`src/rtl/trigger_pkg.sv`:
```
// Shared command codes and state encodings for the ROC control responder.
// Latency: n/a (package only).
// Backpressure: n/a.
package trigger_pkg;

    // Command patterns as they sit in the shift register once the
    // terminating 00 has been shifted in (start bit at position len-1).
    localparam logic [6:0] TRG_CODE = 7'b0000100;
    localparam logic [2:0] TRG_LEN  = 3'd3;
    localparam logic [6:0] CAL_CODE = 7'b0010100;
    localparam logic [2:0] CAL_LEN  = 3'd5;
    localparam logic [6:0] RSR_CODE = 7'b0101100;
    localparam logic [2:0] RSR_LEN  = 3'd6;

    // Longest run of bits accepted before a command is declared malformed.
    localparam logic [2:0] CMD_MAX_LEN = 3'd7;

    typedef enum logic [1:0] {IDLE, SHIFT, FLUSH} dec_state_t;

    typedef enum logic [1:0] {T_IDLE, T_WAIT, T_OUT} tok_state_t;

endpackage

```
`src/rtl/ctr_decoder.sv`:
```
// Serial roc_ctr command decoder: TRG/CAL/RSR recognition and malformed detection.
// Latency: strobes are high for the clk cycle after the sync edge sampling the final 0; *_hit are same-edge.
// Backpressure: none; one bit is consumed on every sync edge.
module ctr_decoder
    import trigger_pkg::*;
(
    input  logic clk,
    input  logic reset,
    input  logic sync,
    input  logic ctr,
    output logic trg_hit,
    output logic rsr_hit,
    output logic cmd_trg,
    output logic cmd_cal,
    output logic cmd_rsr,
    output logic cmd_err
);

    dec_state_t state, state_nx;
    logic [6:0] sr, sr_nx, sr_sh;
    logic [2:0] cnt, cnt_nx, cnt_sh;
    logic       zero_seen, zero_seen_nx;
    logic       cal_hit, err_hit;

    // State, shift register and registered one-clk strobes.
    always_ff @(posedge clk or negedge reset) begin
        if (!reset) begin
            state     <= IDLE;
            sr        <= '0;
            cnt       <= '0;
            zero_seen <= 1'b0;
            cmd_trg   <= 1'b0;
            cmd_cal   <= 1'b0;
            cmd_rsr   <= 1'b0;
            cmd_err   <= 1'b0;
        end else begin
            state     <= state_nx;
            sr        <= sr_nx;
            cnt       <= cnt_nx;
            zero_seen <= zero_seen_nx;
            cmd_trg   <= trg_hit;
            cmd_cal   <= cal_hit;
            cmd_rsr   <= rsr_hit;
            cmd_err   <= err_hit;
        end
    end

    // Next-state and classification; hits are only ever raised on sync edges.
    always_comb begin
        state_nx     = state;
        sr_nx        = sr;
        cnt_nx       = cnt;
        zero_seen_nx = zero_seen;
        sr_sh        = {sr[5:0], ctr};
        cnt_sh       = cnt + 3'd1;
        trg_hit      = 1'b0;
        cal_hit      = 1'b0;
        rsr_hit      = 1'b0;
        err_hit      = 1'b0;
        if (sync) begin
            case (state)
                IDLE: begin
                    if (ctr) begin
                        state_nx = SHIFT;
                        sr_nx    = 7'd1;
                        cnt_nx   = 3'd1;
                    end
                end
                SHIFT: begin
                    sr_nx  = sr_sh;
                    cnt_nx = cnt_sh;
                    if (sr_sh[1:0] == 2'b00) begin
                        state_nx = IDLE;
                        if (cnt_sh == TRG_LEN && sr_sh == TRG_CODE) begin
                            trg_hit = 1'b1;
                        end else if (cnt_sh == CAL_LEN && sr_sh == CAL_CODE) begin
                            cal_hit = 1'b1;
                        end else if (cnt_sh == RSR_LEN && sr_sh == RSR_CODE) begin
                            rsr_hit = 1'b1;
                        end else begin
                            err_hit = 1'b1;
                        end
                    end else if (cnt_sh == CMD_MAX_LEN) begin
                        // Too long without a terminator: report once, then
                        // swallow the rest of the line noise until 00.
                        err_hit      = 1'b1;
                        state_nx     = FLUSH;
                        zero_seen_nx = 1'b0;
                    end
                end
                FLUSH: begin
                    if (!ctr) begin
                        if (zero_seen) begin
                            state_nx = IDLE;
                        end
                        zero_seen_nx = 1'b1;
                    end else begin
                        zero_seen_nx = 1'b0;
                    end
                end
                default: state_nx = IDLE;
            endcase
        end
    end

endmodule

```
`src/rtl/roc_ctr_responder.sv`:
```
// Single-ROC emulator: decodes roc_ctr, tracks pending triggers, answers tin with a delayed tout.
// Latency: strobes/pending one clk after the deciding sync edge; tout rises TOKEN_DELAY sync periods after tin.
// Backpressure: none; a tin arriving while a token is in flight is dropped and flagged on tin_err.
module roc_ctr_responder
    import trigger_pkg::*;
#(
    parameter int TOKEN_DELAY = 8,
    parameter int PEND_W      = 4
) (
    input  logic              clk,
    input  logic              reset,
    input  logic              sync,
    input  logic              ctr,
    input  logic              tin,
    output logic              tout,
    output logic              cmd_trg,
    output logic              cmd_cal,
    output logic              cmd_rsr,
    output logic              cmd_err,
    output logic              tin_err,
    output logic [PEND_W-1:0] pending,
    output logic              overflow
);

    localparam logic [PEND_W-1:0] PEND_MAX = '1;
    localparam logic [7:0]        DLY_LOAD = 8'(TOKEN_DELAY - 1);

    logic       trg_hit, rsr_hit;
    tok_state_t tok, tok_nx;
    logic [7:0] dcnt, dcnt_nx;
    logic       tok_accept, tin_err_nx, pend_dec;

    ctr_decoder u_dec (
        .clk     (clk),
        .reset   (reset),
        .sync    (sync),
        .ctr     (ctr),
        .trg_hit (trg_hit),
        .rsr_hit (rsr_hit),
        .cmd_trg (cmd_trg),
        .cmd_cal (cmd_cal),
        .cmd_rsr (cmd_rsr),
        .cmd_err (cmd_err)
    );

    assign tout     = (tok == T_OUT);
    assign pend_dec = tok_accept && (pending != '0);

    // Token state register, delay counter and tin_err strobe.
    always_ff @(posedge clk or negedge reset) begin
        if (!reset) begin
            tok     <= T_IDLE;
            dcnt    <= '0;
            tin_err <= 1'b0;
        end else begin
            tok     <= tok_nx;
            dcnt    <= dcnt_nx;
            tin_err <= tin_err_nx;
        end
    end

    // Token sequencing; RSR aborts whatever is in flight and wins over tin.
    always_comb begin
        tok_nx     = tok;
        dcnt_nx    = dcnt;
        tok_accept = 1'b0;
        tin_err_nx = 1'b0;
        if (sync) begin
            if (rsr_hit) begin
                tok_nx = T_IDLE;
            end else begin
                case (tok)
                    T_IDLE: begin
                        if (tin) begin
                            tok_nx     = T_WAIT;
                            dcnt_nx    = DLY_LOAD;
                            tok_accept = 1'b1;
                        end
                    end
                    T_WAIT: begin
                        tin_err_nx = tin;
                        if (dcnt == 8'd0) begin
                            tok_nx = T_OUT;
                        end else begin
                            dcnt_nx = dcnt - 8'd1;
                        end
                    end
                    T_OUT: begin
                        tin_err_nx = tin;
                        tok_nx     = T_IDLE;
                    end
                    default: tok_nx = T_IDLE;
                endcase
            end
        end
    end

    // Pending-trigger counter: saturating up on TRG, down on issued token, cleared by RSR.
    always_ff @(posedge clk or negedge reset) begin
        if (!reset) begin
            pending  <= '0;
            overflow <= 1'b0;
        end else if (sync) begin
            if (rsr_hit) begin
                pending  <= '0;
                overflow <= 1'b0;
            end else begin
                if (trg_hit && pending == PEND_MAX) begin
                    overflow <= 1'b1;
                end
                if (trg_hit && !pend_dec && pending != PEND_MAX) begin
                    pending <= pending + 1'b1;
                end else if (pend_dec && !trg_hit) begin
                    pending <= pending - 1'b1;
                end
            end
        end
    end

endmodule

```
`config.mk`:
```
export PLATFORM = sky130hd
export DESIGN_NAME = roc_ctr_responder
export DESIGN_NICKNAME = d
export VERILOG_FILES = /design/src/rtl/trigger_pkg.sv /design/src/rtl/ctr_decoder.sv /design/src/rtl/roc_ctr_responder.sv
export SDC_FILE = /design/constraint.sdc
export NUM_CORES = 1
export LEC_CHECK = 0
export CAP_MARGIN = 20
export CORE_MARGIN = 2
export CORE_UTILIZATION = 23
export DETAILED_ROUTE_END_ITERATION = 7
export HOLD_SLACK_MARGIN = 0.08
export PLACE_DENSITY_LB_ADDON = 0.1
export SYNTH_ARGS = -nofsm -noshare
export SYNTH_HDL_FRONTEND = slang
export SYNTH_SLANG_ARGS = --single-unit
```
`constraint.sdc`:
```
create_clock -name clk -period 5.4 [get_ports clk]
set_input_delay 1.08 -clock clk [delete_from_list [all_inputs] [get_ports clk]]
set_output_delay 1.08 -clock clk [all_outputs]
set_load 0.01 [all_outputs]
```
# Word level (Yosys, flattened, before mapping)
# Cells that the tools add are included.
[word_totals]
ff_bits = 32
word_cells = 124
[classes]
n_bitwise = 1
reduce_logical = 28
n_addsub = 4
eq_ne = 23
n_mux = 55
[op_table]
columns = ["operator", "count"]
rows = [
  ["$mux 1", 34],
  ["$mux 2", 8],
  ["$mux 8", 2],
  ["$pmux 8 s2", 1],
  ["$mux 4", 3],
  ["$pmux 6 s2", 1],
  ["$ne 2x2->1 const B", 5],
  ["$reduce_and 5->1", 2],
  ["$eq 3x3->1 const B", 3],
  ["$logic_and 1x1->1", 8],
  ["$logic_not 8->1", 1],
  ["$reduce_bool 2->1", 4],
  ["$sub 8x1->8 const B", 1],
  ["$eq 7x3->1 const B", 1],
  ["$eq 7x5->1 const B", 1],
  ["$eq 7x6->1 const B", 1],
  ["$logic_not 2->1", 3],
  ["$mux 6", 1],
  ["$ne 3x2->1 const B", 2],
  ["$pmux 2 s3", 1],
  ["$pmux 3 s2", 1],
  ["$reduce_and 3->1", 2],
  ["$add 4x1->4 const B", 1],
  ["$eq 2x1->1 const B", 2],
  ["18 further kinds", 22],
]

# Longest topological paths before layout
# Gate-level depths: netlist of run 1.
[logic_depth]
depth_word = 17
mapped_depth = 13
ltp_nobuf = 12

# By module
# A second synthesis of run 1 with hierarchy kept.
[unflattened]
cells_unflattened = 184
hier_area_um2 = 1905.6
[modules_own_cells]
columns = ["module", "n_inst", "cells_per_inst", "area_each_um2"]
rows = [
  ["roc_ctr_responder", 1, 108, 1076.0],
  ["ctr_decoder", 1, 76, 829.5],
]

# Worst setup path after synthesis of run 1
# Ideal clock, no wire load.
[synth_timing]
kind = "input to register"
start = "input port ctr"
end = "register pending[3]"
t_arrival_ns = 3.681
setup_slack_ns = 1.633
path_buffers = 1
stages = 11
setup_time_ns = 0.086
cell_sequence = "or4b_1 buf_2 or2_2 nor4b_1 inv_1 ha_1 a21oi_1 nand2_1 or3_1 and3b_1 nor3_1"
[synth_between]
elab_chain_cells = 16
word_cells_on_any_way = 29
classes_between = "3 x eq/ne; 14 x mux; 12 x reduce/logical"
[synth_rtl]
columns = ["element", "line_no", "rtl"]
rows = [
  ["start: declaration", "roc_ctr_responder.sv:13", "input logic ctr,"],
  ["$eq 7x6->1", "ctr_decoder.sv:78", "end else if (cnt_sh == RSR_LEN && sr_sh == RSR_CODE) begin"],
  ["$logic_and 1x1->1", "ctr_decoder.sv:78", ""],
  ["$mux 1", "ctr_decoder.sv:78", ""],
  ["$mux 1", "ctr_decoder.sv:76", "end else if (cnt_sh == CAL_LEN && sr_sh == CAL_CODE) begin"],
  ["$mux 1", "ctr_decoder.sv:74", "if (cnt_sh == TRG_LEN && sr_sh == TRG_CODE) begin"],
  ["$mux 1", "ctr_decoder.sv:72", "if (sr_sh[1:0] == 2'b00) begin"],
  ["$mux 1", "ctr_decoder.sv:61", "case (state)"],
  ["$mux 1", "ctr_decoder.sv:60", "if (sync) begin"],
  ["$mux 1", "roc_ctr_responder.sv:69", "if (rsr_hit) begin"],
  ["$mux 1", "roc_ctr_responder.sv:68", "if (sync) begin"],
  ["$logic_and 1x1->1", "roc_ctr_responder.sv:47", "assign pend_dec = tok_accept && (pending != '0);"],
  ["$logic_not 1->1", "roc_ctr_responder.sv:111", "if (trg_hit && !pend_dec && pending != PEND_MAX) begin"],
  ["$logic_and 1x1->1 (2 in series)", "roc_ctr_responder.sv:111", ""],
  ["$reduce_bool 3->1 (no line) / $mux 4 (equally long branches)", "--", ""],
  ["$reduce_and 2->1 (no line) / $mux 4 (equally long branches)", "--", ""],
  ["end signal: assignment", "roc_ctr_responder.sv:112", "pending <= pending + 1'b1;"],
  ["end signal: assignment", "roc_ctr_responder.sv:114", "pending <= pending - 1'b1;"],
  ["end: declaration", "roc_ctr_responder.sv:21", "output logic [PEND_W-1:0] pending,"],
]
# Parallel ways exist; a longest one is shown, timed or not.
# A chain may end at the register's enable or synchronous reset.

# Final worst setup path of run 1
# Ends and elaborated chain as after synthesis.

==> flow_summary_export.csv, run 1 <==
group,metric,value,unit
outcome,status,"complete, no violations",
timing,setup_viol,0,
global_routing,antenna_found_initial,0,
setup_path,cp_data_required_time,5.60,ns
drt,firstDrtPassIters,4,
timing,skew,0.00636,ns
power_and_ir_drop,p_sw,0.467,mW
yosys,synthFlopType,"dfrtp_1",
global_routing,grt_max_degree,33,
die,io_pins,16,
final_layout,fin_nets,239,
yosys,synthArstFlopShare,100,%
place,place_congestion,0.756,
timing,hold-worst-slack,0.508,ns
yosys,syn_inst,200,
setup_path,path_class,"input pin to flop",
timing,fmax,238,MHz
drt,ant_nets,0,
setup_path,reg2reg_from,"u_dec.sr[0]$_DFFE_PN0P_",
final_layout,layout-drive-gt1-share,8.29,%
setup_path,cp-end-kind,"flop",
cts,numClockSinks,32,
drt,wl_per_cell,13.8,um
cts,cts-resized-gates,0,
final_layout,multi_input_area,1030,sq um
final_layout,seq_area,801,sq um
global_routing,grt_pass1_wl,7680,um
setup_path,critical_path_buf_inv_count,2,
place,dp_hpwl,3240,um
drt,drt_iter0_markers,47,
worst_hold_path,hp-start,"overflow$_DFFE_PN0P_",
power_and_ir_drop,p_sw_share,42.6,%
setup_path,critical_path.startpoint,"ctr",
setup_path,cpLargestDelayFamily,"simple AND/OR/NAND/NOR gates",
timing,hold_viol_final,0,
yosys,synth_area,1920,sq um
timing,worst_pin_slew,0.785,ns
cts,hold_buffers,0,
power_and_ir_drop,peakVddDrop,0.143,mV
global_routing,grt_usage,11.0,%
power_and_ir_drop,power_leakage,0.942,nW
yosys,synth_edf_count,0,
setup_path,cpPeakStageDelay,0.70,ns
cts,cts.path.max_buffers,2,
cts,clk_pin_slew,0.06,ns
power_and_ir_drop,p_comb_share,47.5,%
drt,vias_per_cell,4.70,
cts,numCtsBuffers,5,
power_and_ir_drop,power,1.10,mW
yosys,synth_nets,220,
timing,final_max_slew_viol_count,0,
setup_path,critical-path-slowest-cell,"or4b_1",
global_routing,grt_overflow,0,
die,coreArea,8130,sq um
setup_path,rrSetupSlack,2.01,ns
drt,drc_errors,0,
yosys,synth_cell_types,43,
timing,rsz0062_at_grt,"false",
yosys,ys_seq_elements,32,
yosys,yosys_warnings,0,
flow_run,drv_cap,0,
yosys,ys_seq_area_share,41.8,%
final_layout,area_growth,18.0,%
worst_hold_path,hp-class,"flop to flop",
place,port_buffers,15,
setup_path,cp-start-kind,"input pin",
power_and_ir_drop,power.internal,0.630,mW
yosys,avgSynthCellArea,9.58,sq um
timing,period_minus_slack,4.21,ns
timing,final.setup.tns,0,ns
cts,cts_setup_buffers,0,
final_layout,final_cell_mix,"dfrtp_1 (32), inv_1 (16), nor2_1 (15), clkdlybuf4s50_1 (15)",
power_and_ir_drop,p_seq_share,37.3,%
die,num_rows,33,
die,die_y,95.3,um
global_routing,grt_pass1_vias,1485,
final_layout,fillers,856,
timing,min_period_over_period,78.0,%
final_layout,layout_commonest_cell,"dfrtp_1",
drt,vias,1515,
cts,clk_latency,0.28,ns
setup_path,worstPathArrival,4.41,ns
setup_path,critical_path.cell_chain,"clkdlybuf4s50_1, or4b_1, or2_2, nor4b_1, inv_1, ha_1, a21oi_1, nand2_1, or3_1, and3b_1, nor3_1",
setup_path,cp_max_fo,6,
cts,h-tree-depth,2,
timing,relSlewSlack,46.3,%
cts,cts-root-buf,"clkbuf_8",
drt,wl,4440,um
power_and_ir_drop,powerDensity,485,nW/um^2
cts,cts_tree,"built",
power_and_ir_drop,pwr-share-clk,15.1,%
die,dieArea,9080,sq um
die,die_w,95.3,um
final_layout,antenna_cells,0,
die,start_util,23.6,%
-- routing by layer --
metal / track usage (%) / vias up / share of wire, %
li1: - / 756 / -
met1: 15.5 / 737 / 50
met2: 16.6 / 17 / 46
met3: 2.69 / 5 / 3.0
met4: 3.26 / 0 / 0.95
met5: 0 / - / 0
-- power by group through the flow --
stage / Sequential, mW / Clock, mW / Combinational, mW
after floorplan: 0.396 / 0 / 0.376
after global placement: 0.417 / 0 / 0.528
after detailed placement: 0.413 / 0 / 0.524
after CTS: 0.409 / 0.177 / 0.525
after global routing: 0.426 / 0.186 / 0.595
final: 0.410 / 0.166 / 0.521
-- path summary, 6_finish.rpt --
| path | end | cells past startpoint |
|---|---|---|
| max | pending[3]$_DFFE_PN0P_ | 11 |
| max in group asynchronous | pending[2]$_DFFE_PN0P_ | 2 |
| min | overflow$_DFFE_PN0P_ | 2 |
| min reg2reg | overflow$_DFFE_PN0P_ | 2 |
| max reg2reg | pending[3]$_DFFE_PN0P_ | 10 |
| min in group asynchronous | dcnt[4]$_DFFE_PN0P_ | 2 |
-- stage by stage --
stage / area, sq um / utilization (%) / setup WS [ns] / std cells
after floorplan: 1920 / - / 1.63 / 200
after global placement: 2190 / 26.9 / 0.952 / 317
after detailed placement: 2190 / 26.9 / 0.894 / 317
after CTS: 2260 / 27.8 / 1.18 / 322
after global routing: 2260 / 27.8 / 0.949 / 322
final: 2260 / 27.8 / 1.19 / 322
-- cell usage after synthesis, types with 2 or more instances --
master | number | area, sq um
nand2_1 | 14 | 52.6
dfrtp_1 | 32 | 801
ha_1 | 14 | 175
nor2b_1 | 2 | 12.5
nor2_1 | 15 | 56.3
o21a_1 | 3 | 22.5
buf_2 | 2 | 10.0
o211ai_1 | 2 | 15.0
nor3_1 | 5 | 25.0
nor4_1 | 4 | 25.0
nand2b_1 | 4 | 25.0
nand3_1 | 8 | 40.0
clkbuf_1 | 3 | 11.3
nor4_2 | 2 | 25.0
a2111oi_0 | 2 | 17.5
or2_2 | 5 | 31.3
a22o_1 | 8 | 70.1
or3_1 | 3 | 18.8
nand4_1 | 6 | 37.5
xnor2_1 | 3 | 26.3
mux2i_1 | 5 | 50.1
a21oi_1 | 10 | 50.1
a31oi_1 | 2 | 12.5
inv_1 | 16 | 60.1
o21ai_0 | 12 | 60.1
-- flip-flops by register name, indices dropped and copies added, names as in the netlist --
signal	count
u_dec.cmd_err	1
dcnt	8
u_dec.cmd_cal	1
u_dec.cnt	3
u_dec.state	2
tok	2
u_dec.cmd_trg	1
tin_err	1
u_dec.sr	6
u_dec.cmd_rsr	1
pending	4
overflow	1
u_dec.zero_seen	1
-- worst reg2reg max path: cells and delay by family (launching register included) --
family / cells / cell delay (ns)
AND/OR/NAND/NOR: 7 / 2.27
flip-flops: 1 / 0.41
adder cells (fa/ha/maj): 1 / 0.34
AO/OA/AOI/OAI: 1 / 0.16
buffers and inverters: 1 / 0.14
-- cell families after synthesis --
family | Yosys count | share of synthesized area, %
xor+xnor | 4 | 1.83
flops | 32 | 41.8
mux | 6 | 3.20
buf+inv | 21 | 4.24
fa+ha+maj | 15 | 10.2
simple gates | 75 | 22.2
compound gates | 47 | 16.6
-- final cells by class --
cell class                      count  area share, %
Clock buffer                        5           3.04
Multi-Input combinational cell    147           45.8
Inverter                           16           2.66
Sequential cell                    32           35.4
Tap cell                          105           5.81
Timing Repair Buffer               17           7.30
(Power assumes the default switching activity.)
==> run 2, diff against run 1 <==
==> constraint.sdc (replaced) <==
create_clock -name clk -period 4.38 [get_ports clk]
set_input_delay 0.876 -clock clk [delete_from_list [all_inputs] [get_ports clk]]
set_output_delay 0.876 -clock clk [all_outputs]
set_load 0.01 [all_outputs]
==> run 2 against run 1 <==
  * Total power increased by 26%
  * Non-clock buffer count increased by 1
  * Clock power increased by 44%
  * Critical path depth unchanged
  * Wire length increased by 0.95%
  * Clock skew decreased by 0.0010 ns
  * Critical endpoint unchanged
  * Critical path type unchanged
  * Die area unchanged
  * Combinational power increased by 23%
  * Hold slack got worse by 0.0027 ns
  * Global-route usage increased by 0.32 points
==> flow_summary_export.csv, run 2 (same netlist as run 1, synthesis figures left out) <==
group,metric,value,unit
die,die_w,95.3,um
place,dp_hpwl,3360,um
drt,wl,4480,um
die,dieArea,9080,sq um
drt,vias,1542,
place,port_buffers,15,
worst_hold_path,hp-class,"flop to flop",
cts,cts_setup_buffers,0,
final_layout,largestRegisters,"dcnt: 8 flops, u_dec.sr: 6 flops, pending: 4 flops",
timing,hold_viol_final,0,
cts,cts_tree,"built",
drt,drc_errors,0,
setup_path,cp-start-kind,"input pin",
drt,wl_per_cell,13.7,um
timing,hold-worst-slack,0.505,ns
final_layout,fin_nets,240,
global_routing,grt_busiest_layer,"met2",
cts,cts-root-buf,"clkbuf_8",
setup_path,cp_data_required_time,4.58,ns
timing,final.setup.tns,0,ns
timing,rsz0062_at_grt,"false",
final_layout,largest-register,"dcnt",
drt,firstDrtPassIters,4,
drt,drt_iter0_markers,71,
timing,final_max_slew_viol_count,0,
cts,hold_buffers,0,
setup_path,cp_max_fo,4,
setup_path,worstPathArrival,4.03,ns
cts,cts.path.max_buffers,2,
final_layout,fillers,847,
timing,setup_viol,0,
final_layout,area_growth,19.5,%
die,coreArea,8130,sq um
global_routing,use_met1,14.9,%
final_layout,largest_reg_flops,8,
power_and_ir_drop,power_leakage,0.956,nW
final_layout,antenna_cells,0,
global_routing,grt_usage,11.3,%
setup_path,cp-end-kind,"flop",
cts,clk_latency,0.29,ns
die,io_pins,16,
die,die_y,95.3,um
global_routing,antenna_found_initial,0,
timing,fin_ws,0.559,ns
place,place_ws,0.279,ns
global_routing,grt_pass1_wl,7910,um
final_layout,final_cell_mix,"dfrtp_1 (32), inv_1 (16), nor2_1 (15), clkdlybuf4s50_1 (15)",
final_layout,layout_commonest_cell,"dfrtp_1",
global_routing,grt_max_degree,18,
place,place_congestion,0.728,
timing,min_period_over_period,87.2,%
timing,skew,0.00534,ns
timing,period_minus_slack,3.82,ns
flow_run,drv_cap,0,
power_and_ir_drop,powerDensity,604,nW/um^2
timing,worst_pin_slew,0.890,ns
global_routing,grtUsageMet3,2.85,%
die,start_util,23.6,%
timing,fmax,262,MHz
global_routing,grt_pass1_vias,1592,
setup_path,path_class,"input pin to flop",
drt,ant_nets,0,
die,num_rows,33,
drt,vias_per_cell,4.73,
global_routing,grt_overflow,0,
timing,relSlewSlack,40.5,%
cts,numClockSinks,32,
cts,clk_pin_slew,0.07,ns
cts,h-tree-depth,2,
outcome,status,"complete, no violations",
final_layout,multi_input_area,1030,sq um
cts,numCtsBuffers,5,
cts,cts-resized-gates,0,
final_layout,seq_area,801,sq um
final_layout,layout-drive-gt1-share,9.05,%
global_routing,met2_usage,17.8,%
power_and_ir_drop,peakVddDrop,0.232,mV
==> run 2: area by class of cell <==
cell class,instances,share of cell area [%]
clock buffers,8,3.93
inverters,16,2.62
multi-input cells,147,45.2
flip-flops and latches,32,35.0
well taps,105,5.74
repair buffers,18,7.54
==> run 2: worst paths after layout <==
kind | slack [ns] | to | cells past startpoint | start
max | 0.56 | pending[3]$_DFFE_PN0P_ | 11 | ctr
min | 0.51 | u_dec.sr[5]$_DFFE_PN0P_ | 1 | u_dec.sr[5]$_DFFE_PN0P_
max reg2reg | 1.10 | pending[3]$_DFFE_PN0P_ | 12 | u_dec.state[1]$_DFFE_PN0P_
min reg2reg | 0.51 | u_dec.sr[5]$_DFFE_PN0P_ | 1 | u_dec.sr[5]$_DFFE_PN0P_
max in group asynchronous | 2.54 | u_dec.sr[0]$_DFFE_PN0P_ | 2 | reset
min in group asynchronous | 1.09 | dcnt[0]$_DFFE_PN0P_ | 1 | reset
==> run 2: per-layer routing <==
metal  up-vias  share of wire, %
li1        762                 -
met1       754                49
met2        20                47
met3         6               3.4
met4         0              0.85
met5         -                 0
==> run 2: worst max-delay path, cell delays in order <==
cell and delay [ns]:
clkdlybuf4s50_1 0.45, or4b_1 0.57, or2_2 0.34, nor4b_1 0.44
inv_1 0.12, ha_1 0.34, a21oi_1 0.16, nand2_1 0.08
or3_1 0.32, and3b_1 0.17, nor3_1 0.16
==> run 2: metrics by stage <==
step / cell area [sq um] / power (mW) / util [%] / instances
after global placement: 2200 / 1.17 / 27.0 / 318
after detailed placement: 2200 / 1.16 / 27.0 / 318
after floorplan: 1920 / 0.951 / - / 200
after CTS: 2290 / 1.40 / 28.1 / 326
final: 2290 / 1.38 / 28.1 / 326
after global routing: 2290 / 1.52 / 28.1 / 326
==> run 2: where the power goes <==
part	switching, mW	internal [mW]	total (mW)	leakage [nW]
Clock	0.111	0.128	0.239	0.0455
Combinational	0.359	0.283	0.642	0.503
Sequential	0.109	0.393	0.502	0.408
